$ cat src/rtl/dcache_pkg.sv
// Shared constants, FSM encoding and helpers for the write-through data cache.
package dcache_pkg;

    localparam int unsigned ADDR_W  = 32;
    localparam int unsigned DATA_W  = 32;
    localparam int unsigned INDEX_W = 6;
    localparam int unsigned CNT_W   = 16;

    localparam int unsigned TAG_W   = ADDR_W - INDEX_W - 2;
    localparam int unsigned WADDR_W = ADDR_W - 2;
    localparam int unsigned LINES   = 2 ** INDEX_W;

    // Word address the memory stage never services.
    localparam logic [WADDR_W-1:0] RSVD_WADDR = '0;

    typedef enum logic [2:0] {
        S_IDLE    = 3'd0,
        S_RD_LOW  = 3'd1,
        S_RD_HIGH = 3'd2,
        S_WR_LOW  = 3'd3,
        S_WR_HIGH = 3'd4,
        S_DONE    = 3'd5
    } state_t;

    // Saturating increment: holds at all-ones.
    function automatic logic [CNT_W-1:0] sat_inc(input logic [CNT_W-1:0] v);
        return (&v) ? v : v + CNT_W'(1);
    endfunction

endpackage

$ cat src/rtl/dcache_array.sv
// Tag/data/valid storage for a direct-mapped one-word-per-line cache.
// Ports:
//   iCLK, iRST_n          clock, async active-low reset (clears valid bits)
//   clr                   clear all valid bits on the next edge (wins over a write)
//   rd_index              combinational read index
//   rd_valid/rd_tag/rd_data  read port outputs
//   we                    write data_ram[wr_index] with wr_data
//   fill                  with we: also write tag and set valid
//   wr_index/wr_tag/wr_data  write port
module dcache_array
    import dcache_pkg::*;
(
    input  logic               iCLK,
    input  logic               iRST_n,
    input  logic               clr,
    input  logic [INDEX_W-1:0] rd_index,
    output logic               rd_valid,
    output logic [TAG_W-1:0]   rd_tag,
    output logic [DATA_W-1:0]  rd_data,
    input  logic               we,
    input  logic               fill,
    input  logic [INDEX_W-1:0] wr_index,
    input  logic [TAG_W-1:0]   wr_tag,
    input  logic [DATA_W-1:0]  wr_data
);

    logic [LINES-1:0]  valid;
    logic [TAG_W-1:0]  tag_ram  [LINES];
    logic [DATA_W-1:0] data_ram [LINES];

    // Valid bits: the only reset state the array needs.
    always_ff @(posedge iCLK or negedge iRST_n) begin
        if (!iRST_n) begin
            valid <= '0;
        end else if (clr) begin
            valid <= '0;
        end else if (we && fill) begin
            valid[wr_index] <= 1'b1;
        end
    end

    // Tag/data payload; contents are meaningless while the line is invalid.
    always_ff @(posedge iCLK) begin
        if (we) begin
            data_ram[wr_index] <= wr_data;
            if (fill) begin
                tag_ram[wr_index] <= wr_tag;
            end
        end
    end

    assign rd_valid = valid[rd_index];
    assign rd_tag   = tag_ram[rd_index];
    assign rd_data  = data_ram[rd_index];

endmodule

$ cat src/rtl/dcache_wt.sv
// Direct-mapped, write-through, no-write-allocate data cache.
// Read hits complete in the request cycle; misses fetch one word and stores
// write one word through the level request / data_ready memory handshake.
// Ports:
//   iCLK, iRST_n                 clock, async active-low reset
//   cpu_req/cpu_we/cpu_addr/cpu_wdata   core request (held while cpu_stall)
//   cpu_rdata, cpu_stall         load data and hold request (combinational)
//   cache_inv                    invalidate all lines
//   mem_addr/mem_MemRead/mem_MemWrite/mem_data_in   registered memory request
//   mem_data_out, data_ready     memory response; data_ready high = idle
//   hit_cnt, miss_cnt            saturating load hit/miss counters
module dcache_wt
    import dcache_pkg::*;
(
    input  logic              iCLK,
    input  logic              iRST_n,
    input  logic              cpu_req,
    input  logic              cpu_we,
    input  logic [ADDR_W-1:0] cpu_addr,
    input  logic [DATA_W-1:0] cpu_wdata,
    output logic [DATA_W-1:0] cpu_rdata,
    output logic              cpu_stall,
    input  logic              cache_inv,
    output logic [ADDR_W-1:0] mem_addr,
    output logic              mem_MemRead,
    output logic              mem_MemWrite,
    output logic [DATA_W-1:0] mem_data_in,
    input  logic [DATA_W-1:0] mem_data_out,
    input  logic              data_ready,
    output logic [CNT_W-1:0]  hit_cnt,
    output logic [CNT_W-1:0]  miss_cnt
);

    state_t              state, state_d;
    logic                rd_d, wr_d, pend_d, inv_pend;
    logic [ADDR_W-1:0]   maddr_d;
    logic [DATA_W-1:0]   mdin_d, rdata_q, rdata_d;
    logic [CNT_W-1:0]    hit_d, miss_d;

    logic [WADDR_W-1:0]  waddr;
    logic [INDEX_W-1:0]  index;
    logic [TAG_W-1:0]    tag;
    logic                waddr0, hit, inv_now;
    logic                arr_we, arr_fill, arr_clr;
    logic                rd_valid;
    logic [TAG_W-1:0]    rd_tag;
    logic [DATA_W-1:0]   rd_data, arr_wdata;

    // Byte offset is never used by a word-only cache.
    logic unused_addr_lsb;
    assign unused_addr_lsb = ^cpu_addr[1:0];

    assign waddr   = cpu_addr[ADDR_W-1:2];
    assign index   = cpu_addr[INDEX_W+1:2];
    assign tag     = cpu_addr[ADDR_W-1:INDEX_W+2];
    assign waddr0  = (waddr == RSVD_WADDR);
    assign hit     = rd_valid && (rd_tag == tag);
    // Invalidate requested now or deferred from a busy period.
    assign inv_now = (state == S_IDLE) && (cache_inv || inv_pend);

    dcache_array u_array (
        .iCLK     (iCLK),
        .iRST_n   (iRST_n),
        .clr      (arr_clr),
        .rd_index (index),
        .rd_valid (rd_valid),
        .rd_tag   (rd_tag),
        .rd_data  (rd_data),
        .we       (arr_we),
        .fill     (arr_fill),
        .wr_index (index),
        .wr_tag   (tag),
        .wr_data  (arr_wdata)
    );

    // Fills take memory data; store hits take the core's data.
    assign arr_wdata = arr_fill ? mem_data_out : cpu_wdata;

    // Stall: IDLE completes reserved-word accesses and load hits at once.
    always_comb begin
        cpu_stall = 1'b1;
        case (state)
            S_IDLE:  cpu_stall = cpu_req && (inv_now || !(waddr0 || (!cpu_we && hit)));
            S_DONE:  cpu_stall = 1'b0;
            default: cpu_stall = 1'b1;
        endcase
    end

    // Load data: registered fill result in DONE, array read on an IDLE hit.
    always_comb begin
        cpu_rdata = '0;
        if (state == S_DONE) begin
            cpu_rdata = rdata_q;
        end else if ((state == S_IDLE) && hit && !waddr0) begin
            cpu_rdata = rd_data;
        end
    end

    // Next-state and registered-output logic.
    always_comb begin
        state_d  = state;
        rd_d     = mem_MemRead;
        wr_d     = mem_MemWrite;
        maddr_d  = mem_addr;
        mdin_d   = mem_data_in;
        rdata_d  = rdata_q;
        hit_d    = hit_cnt;
        miss_d   = miss_cnt;
        pend_d   = (state == S_IDLE) ? 1'b0 : (inv_pend || cache_inv);
        arr_we   = 1'b0;
        arr_fill = 1'b0;
        arr_clr  = 1'b0;

        case (state)
            S_IDLE: begin
                if (inv_now) begin
                    arr_clr = 1'b1;
                end else if (cpu_req && !waddr0) begin
                    if (!cpu_we && hit) begin
                        hit_d = sat_inc(hit_cnt);
                    end else if (data_ready) begin
                        maddr_d = {2'b00, waddr};
                        if (cpu_we) begin
                            wr_d    = 1'b1;
                            mdin_d  = cpu_wdata;
                            state_d = S_WR_LOW;
                        end else begin
                            rd_d    = 1'b1;
                            miss_d  = sat_inc(miss_cnt);
                            state_d = S_RD_LOW;
                        end
                    end
                end
            end
            S_RD_LOW: begin
                if (!data_ready) state_d = S_RD_HIGH;
            end
            S_RD_HIGH: begin
                if (data_ready) begin
                    rd_d     = 1'b0;
                    arr_we   = 1'b1;
                    arr_fill = 1'b1;
                    rdata_d  = mem_data_out;
                    state_d  = S_DONE;
                end
            end
            S_WR_LOW: begin
                if (!data_ready) state_d = S_WR_HIGH;
            end
            S_WR_HIGH: begin
                if (data_ready) begin
                    wr_d    = 1'b0;
                    arr_we  = hit;
                    state_d = S_DONE;
                end
            end
            S_DONE: begin
                state_d = S_IDLE;
            end
            default: begin
                state_d = S_IDLE;
            end
        endcase
    end

    // State and output registers.
    always_ff @(posedge iCLK or negedge iRST_n) begin
        if (!iRST_n) begin
            state        <= S_IDLE;
            mem_MemRead  <= 1'b0;
            mem_MemWrite <= 1'b0;
            mem_addr     <= '0;
            mem_data_in  <= '0;
            rdata_q      <= '0;
            hit_cnt      <= '0;
            miss_cnt     <= '0;
            inv_pend     <= 1'b0;
        end else begin
            state        <= state_d;
            mem_MemRead  <= rd_d;
            mem_MemWrite <= wr_d;
            mem_addr     <= maddr_d;
            mem_data_in  <= mdin_d;
            rdata_q      <= rdata_d;
            hit_cnt      <= hit_d;
            miss_cnt     <= miss_d;
            inv_pend     <= pend_d;
        end
    end

endmodule
$ cat config.mk
export PLATFORM = sky130hd
export DESIGN_NAME = dcache_wt
export DESIGN_NICKNAME = d
export VERILOG_FILES = /design/src/rtl/dcache_pkg.sv /design/src/rtl/dcache_array.sv /design/src/rtl/dcache_wt.sv
export SDC_FILE = /design/constraint.sdc
export NUM_CORES = 2
export LEC_CHECK = 0
export CAP_MARGIN = 40
export CORE_MARGIN = 8
export CORE_UTILIZATION = 54
export CTS_BUF_LIST = sky130_fd_sc_hd__clkbuf_2
export DETAILED_ROUTE_END_ITERATION = 8
export GPL_ROUTABILITY_DRIVEN = 0
export HOLD_SLACK_MARGIN = 0.12
export PLACE_DENSITY = 0.7
export SYNTH_ARGS = -nofsm -noshare
export SYNTH_HDL_FRONTEND = slang
export SYNTH_HIERARCHICAL = 1
export SYNTH_SLANG_ARGS = --single-unit
$ cat constraint.sdc
create_clock -name iCLK -period 6.6 [get_ports iCLK]
set_clock_uncertainty 0.15 [all_clocks]
set_input_delay 1.32 -clock iCLK [delete_from_list [all_inputs] [get_ports iCLK]]
set_output_delay 1.32 -clock iCLK [all_outputs]
set_load 0.005 [all_outputs]
# [Word level (Yosys, flattened, before mapping)]
# Memory sizes are Yosys's and may differ from the RTL's.
# Index checks and enable logic that the tools add are counted.
[word_totals] register_bits=196 ram_bits=3584 in_bits=102 out_inout_bits=131 wordCells=114 mem_count=2
[memory_table] name="u_array.data_ram" depth=64 width=32 read_ports=1 rd_clocked_by_memory_dff=0 write_ports=1 line="dcache_array.sv:29" text="logic [DATA_W-1:0] data_ram [LINES];"
[memory_table] name="u_array.tag_ram" depth=64 width=24 read_ports=1 rd_clocked_by_memory_dff=0 write_ports=1 line="dcache_array.sv:28" text="logic [TAG_W-1:0] tag_ram [LINES];"
[classes] addsub=2 magnitude_cmp=2 eq_ne=17 muxes=44 bitwise=6 n_reduce_logical=31
[ops] cell="$mux W64" count=2
[ops] cell="$mux W32" count=3
[ops] cell="$or A64 B64 Y64" count=1
[ops] cell="$add A16 B1 Y16 const B" count=2
[ops] cell="$reduce_and A16 Y1" count=2
[ops] cell="$logic_not A30 Y1" count=1
[ops] cell="$reduce_and A7 Y1" count=4
[ops] cell="$eq A24 B24 Y1" count=1
[ops] cell="$mux W1" count=24
[ops] cell="$mux W3" count=7
[ops] cell="$ne A2 B2 Y1 const B" count=9
[ops] cell="$pmux W3 S4" count=1
[ops] cell="$reduce_and A5 Y1" count=2
[ops] cell="$logic_and A1 B1 Y1" count=9
[ops] cell="$pmux W1 S2" count=4
[ops] cell="$lt A6 B7 Y1 const B" count=1
[ops] cell="$bmux W1 S6" count=1
[ops] cell="$demux W1 S6" count=1
[ops] cell="$eq A3 B2 Y1 const B" count=2
[ops] cell="$eq A3 B3 Y1 const B" count=2
[ops] cell="$ge A6 B1 Y1 const B" count=1
[ops] cell="$reduce_and A6 Y1" count=1
[ops] cell="$reduce_bool A2 Y1" count=3
[ops] cell="$not A1 Y1" count=5
[ops] cell="8 further kinds" count=13

# [Longest topological paths before layout]
[depth] word_depth=9 depth_mapped=25 depth_no_buf=16

# [By module]
# The synthesis kept the hierarchy.
[by_module_without_submodules] mod="dcache_array" instances=1 cells_each=6199 area_per_inst_um2=139291.1 seq_area_each_um2=109224.8
[by_module_without_submodules] mod="dcache_wt" instances=1 cells_each=621 area_per_inst_um2=6561.3 seq_area_each_um2=3303.2

# [Worst setup path after synthesis]
# No wires, ideal clock.
[synth_path] kind="input port to flip-flop" from="in cpu_addr[2]" to="mem u_array.data_ram[29][0], enable pin" setup_ps=421 t_arrival_ps=6414 required_time_ps=6029 slack_ps=-385 stages=21 path_buffers=7 path_cell_list="buf_6 -> buf_12 -> buf_6 -> buf_2 -> mux4_2 -> a221oi_1 -> o21ai_0 -> nand2_1 -> nor2_1 -> xnor2_1 -> nand4_1 -> nor4_1 -> and2_1 -> buf_6 -> buf_2 -> nand2_1 -> a21oi_1 -> nor2b_1 -> nand3_1 -> clkbuf_1 -> nor2_1"
[synth_between] elab_chain_len=7 elab_cells_between_ends=9 cone_classes="1 x eq/ne; 6 x mux; 1 x reduce/logical; 1 x memory"
[synth_lines] item="start, declared" line="dcache_wt.sv:19" text="input logic [ADDR_W-1:0] cpu_addr,"
[synth_lines] item="$mem_v2 Z64 W24"
[synth_lines] item="via rd_tag[23]" line="dcache_wt.sv:46" text="logic [TAG_W-1:0] rd_tag;"
[synth_lines] item="$eq A24 B24 Y1" line="dcache_wt.sv:57" text="assign hit = rd_valid && (rd_tag == tag);"
[synth_lines] item="$logic_and A1 B1 Y1" line="dcache_wt.sv:57"
[synth_lines] item="$mux W1" line="dcache_wt.sv:151" text="if (data_ready) begin"
[synth_lines] item="$pmux W1 S2" line="dcache_wt.sv:114" text="case (state)"
[synth_lines] item="via arr_we" line="dcache_wt.sv:44" text="logic arr_we, arr_fill, arr_clr;"
[synth_lines] item="$mux W1" line="dcache_array.sv:44" text="if (we) begin"
[synth_lines] item="$mux W1 (implied by the code)" line="dcache_array.sv:45" text="data_ram[wr_index] <= wr_data;"
[synth_lines] item="end, declared" line="dcache_array.sv:29"
# The timed path passes the listed nets, and every way through them passes these cells. The select of a mux whose other input is x is not followed.

# [Worst setup path after layout]
[layout_path] from="mem u_array/tag_ram[37][11] (netlist name)" to="out cpu_rdata[24]"
[layout_between] elab_chain_len=7
[layout_lines] item="start, declared" line="dcache_array.sv:28"
[layout_lines] item="$mem_v2 Z64 W24"
[layout_lines] item="via rd_tag[11]" line="dcache_wt.sv:46"
[layout_lines] item="$eq A24 B24 Y1" line="dcache_wt.sv:57"
[layout_lines] item="$logic_and A1 B1 Y1" line="dcache_wt.sv:57"
[layout_lines] item="$logic_and A1 B1 Y1 (2 in series)" line="dcache_wt.sv:94" text="end else if ((state == S_IDLE) && hit && !waddr0) begin"
[layout_lines] item="$mux W32" line="dcache_wt.sv:94"
[layout_lines] item="$mux W32" line="dcache_wt.sv:92" text="if (state == S_DONE) begin"
[layout_lines] item="end, declared" line="dcache_wt.sv:21" text="output logic [DATA_W-1:0] cpu_rdata,"
# The timed path passes the listed nets, and every way through them passes these cells.

==> flow_summary.ini <==
[route]
postRouteAntennaNets = 0
drt_pass1_iterations = 5
drt_wl_total_um = 399300
vias_per_cell = 6.241
wl_per_cell_um = 31.34
drtIter0Drc = 9852
vias = 79510
drc = 0

[clock_network]
root_buffer = clkbuf_2
cts_sinks = 3780
clockBufferDepth = 4
htreeDepth = 6
cts_tree = built
clkSlewWorstSetupHoldPaths_ns = 0.12
clock_latency_ns = 1.97
cts_buffers = 869

[setup_path]
slowest_stage = mux4_2
rr_worst_depth = 19
crit_required_ns = 5.13
worstPathCellList = mux4_2 > o221ai_1 > a31oi_2 > o211a_1 > xnor2_2 > nand4_1 > nor4_4 > buf_6 > and3_4 > buf_12 > buf_16 > buf_8 > a22o_1 > buf_2
max_stage_delay_ns = 0.48
cp-end-kind = output port
crit_fanout = 5
path_class = flip-flop to output port
cp.depth = 14
cp_top_family = compound AO/OA/AOI/OAI gates
startpoint_type = flip-flop
arrival_ns = 5.68
critical_path_buf_inv_count = 5

[grt]
grt_max_degree = 132
grtUsageTotal_pct = 27.53
antenna_found_initial = 25
grt_pass1_wl_um = 570400
grt_pass1_vias = 82020
grt_overflow = 0

[logic_synthesis]
syn-cell-area_um2 = 145900
yosysWarnings = 6
async_flop_share_pct = 5.185
ys_seq_area_share_pct = 77.15
synth_flop_cell = edfxtp_1
syn_inst = 6820
synth.avg_cell_area_um2 = 21.39
synth_edf_count = 3584
ys_ff_latch = 3780
synth_cell_types = 66

[finish]
post-route-util_pct = 63.00
final-seq-area_um2 = 112500
fillers = 18380
final_nets = 8565
layout.cells.non_filler = 12740
area_growth_pct = 16.55
drive_gt1_share_pct = 37.33
layout_common_cells = 3,584 x edfxtp_1, 1,288 x clkbuf_2, 856 x mux4_2
multi_input_area_um2 = 32230
final_common_cell = edfxtp_1

[placement]
hpwl_um = 243800
numPortBuffers = 228
dp_cells = 11040

[sta]
worst_slew_pin_slew_ns = 0.9533
finalSetupViolations = 33
period_minus_slack_ns = 7.152
fin_crit_sh_pct = 108.4
fmax_ghz = 0.1398
timing.final.ws_setup_ns = -0.5524
hold_violations = 0
grt_setup_unrepaired = true
slew_headroom_pct = 36.45
final_max_slew_viol_count = 0

[power]
seq_power_share_pct = 58.4
p_comb_share_pct = 10.0
sw_frac_of_total_pct = 25.89
fin_total_pwr_mw = 46.88
peakVddDrop_mv = 0.2238
clockPowerShare_pct = 31.6
power.density_nw_per_um2 = 275.8
p_leak_nw = 57.81
intPower_mw = 34.74
switchingPower_mw = 12.14

[die]
start_util_pct = 54.06
core_um2 = 269800
fp-row-count = 191
die_w_um = 535.7
die_h_um = 535.7
io_pins = 233
die_area_um2 = 287000

[hold_path]
hold_class = primary input to flip-flop
hold_depth = 2

[job]
cap_violations = 0

[status]
failed_checks = negative setup slack
status = finished, violations left
routing by layer:
layer	wire length [µm]	vias up	global-route usage [%]
li1	-	32400	-
met1	144000	41460	35.70
met2	196800	4827	45.43
met3	40260	811	5.909
met4	18100	16	12.03
met5	115	-	0
synth_stat cells, types with 18 or more instances:
library cell / number / area [µm²]
xor2_1: 18 / 157.7
a31oi_1: 18 / 112.6
mux2_4: 30 / 450.4
nand3_1: 32 / 160.2
clkbuf_1: 146 / 548.0
o21ai_0: 95 / 475.5
mux2i_1: 246 / 2462
buf_2: 118 / 590.6
a221oi_1: 95 / 832.1
nand2_1: 274 / 1028
mux4_2: 856 / 19280
buf_1: 22 / 82.58
a21oi_1: 50 / 250.2
nand4_1: 27 / 168.9
o211a_1: 20 / 200.2
xnor2_1: 36 / 315.3
a22o_1: 34 / 297.8
o22ai_1: 121 / 757.0
mux2_2: 51 / 574.3
buf_4: 53 / 397.9
buf_6: 39 / 439.2
nor2b_1: 22 / 137.6
nor3_1: 61 / 305.3
nor2_1: 343 / 1287
dfrtp_1: 196 / 4905
o221ai_1: 44 / 385.4
edfxtp_1: 3584 / 107600
cell families (layout without fill, tap and decap cells):
kind of cell	after synthesis	after routing	share of synthesized area, %
other	1	14	0.002571
and+or+nand+nor	854	854	2.574
AOI/OAI and AO/OA	542	542	2.638
buffers and inverters	395	2732	1.542
adders and majority gates	2	2	0.01715
xor gates and xnor gates	54	54	0.3243
muxes	1192	1192	15.75
DFF	3780	3780	77.15
sequential cells by signal (all words and copies together) (netlist names):
name / count
u_array/valid: 64
mem_MemWrite: 1
rdata_q: 32
mem_MemRead: 1
inv_pend: 1
mem_data_in: 32
miss_cnt: 16
mem_addr: 30
hit_cnt: 16
u_array/data_ram: 2048
u_array/tag_ram: 1536
state: 3
final cells by class:
type	count	share of cell area, %
diodes	12	0.01767
clock buffers	1288	3.792
clock inverters	280	0.8884
inverters	7	0.01546
multi-input cells	2646	18.96
flip-flops and latches	3780	66.20
well taps	3570	2.628
repair buffers	1157	7.501
path summary, 6_finish.rpt:
check                                          end                    start  slack (ns)
hold / removal               u_array/tag_ram[8][0]              cpu_addr[8]        0.29
setup reg to reg           u_array/data_ram[7][13]  u_array/tag_ram[37][11]        1.29
setup / recovery                     cpu_rdata[24]  u_array/tag_ram[37][11]       -0.55
max in group asynchronous               rdata_q[5]                   iRST_n        4.89
min in group asynchronous        u_array/valid[11]                   iRST_n        0.45
hold reg to reg                        rdata_q[17]              rdata_q[17]        0.34
power by group through the flow:
stage / Clock (mW) / Combinational [mW] / Sequential (mW)
2_1_floorplan: 0 / 2.11 / 27.9
3_3_place_gp: 0 / 4.30 / 27.9
3_5_place_dp: 0 / 4.55 / 27.9
4_1_cts: 15.1 / 4.63 / 27.4
5_1_grt: 16.3 / 4.92 / 27.4
6_report: 14.8 / 4.68 / 27.4
through the flow:
step                setup WS, ns  area, µm²  TNS (ns)  hold slack (ns)
floorplan                -0.3852     145900   -326.13           0.2963
global placement          -1.390     159900  -2917.20           0.3112
detailed placement       -0.9404     160500  -1268.33           0.3140
CTS                      -0.7404     169800    -21.76           0.1240
global route             -0.6777     170000    -20.44           0.1886
finish                   -0.5524     170000    -16.11           0.2899
repair_timing:
action	CTS	global route
gates cloned	2	0
endpoints found under the hold margin	1940	0
hold buffers	102	0
endpoints found under the setup margin	33	33
pin swaps	26	25
gates resized for setup	182	37
setup buffers	14	4
No activity file was read; power rests on OpenSTA's default activity.
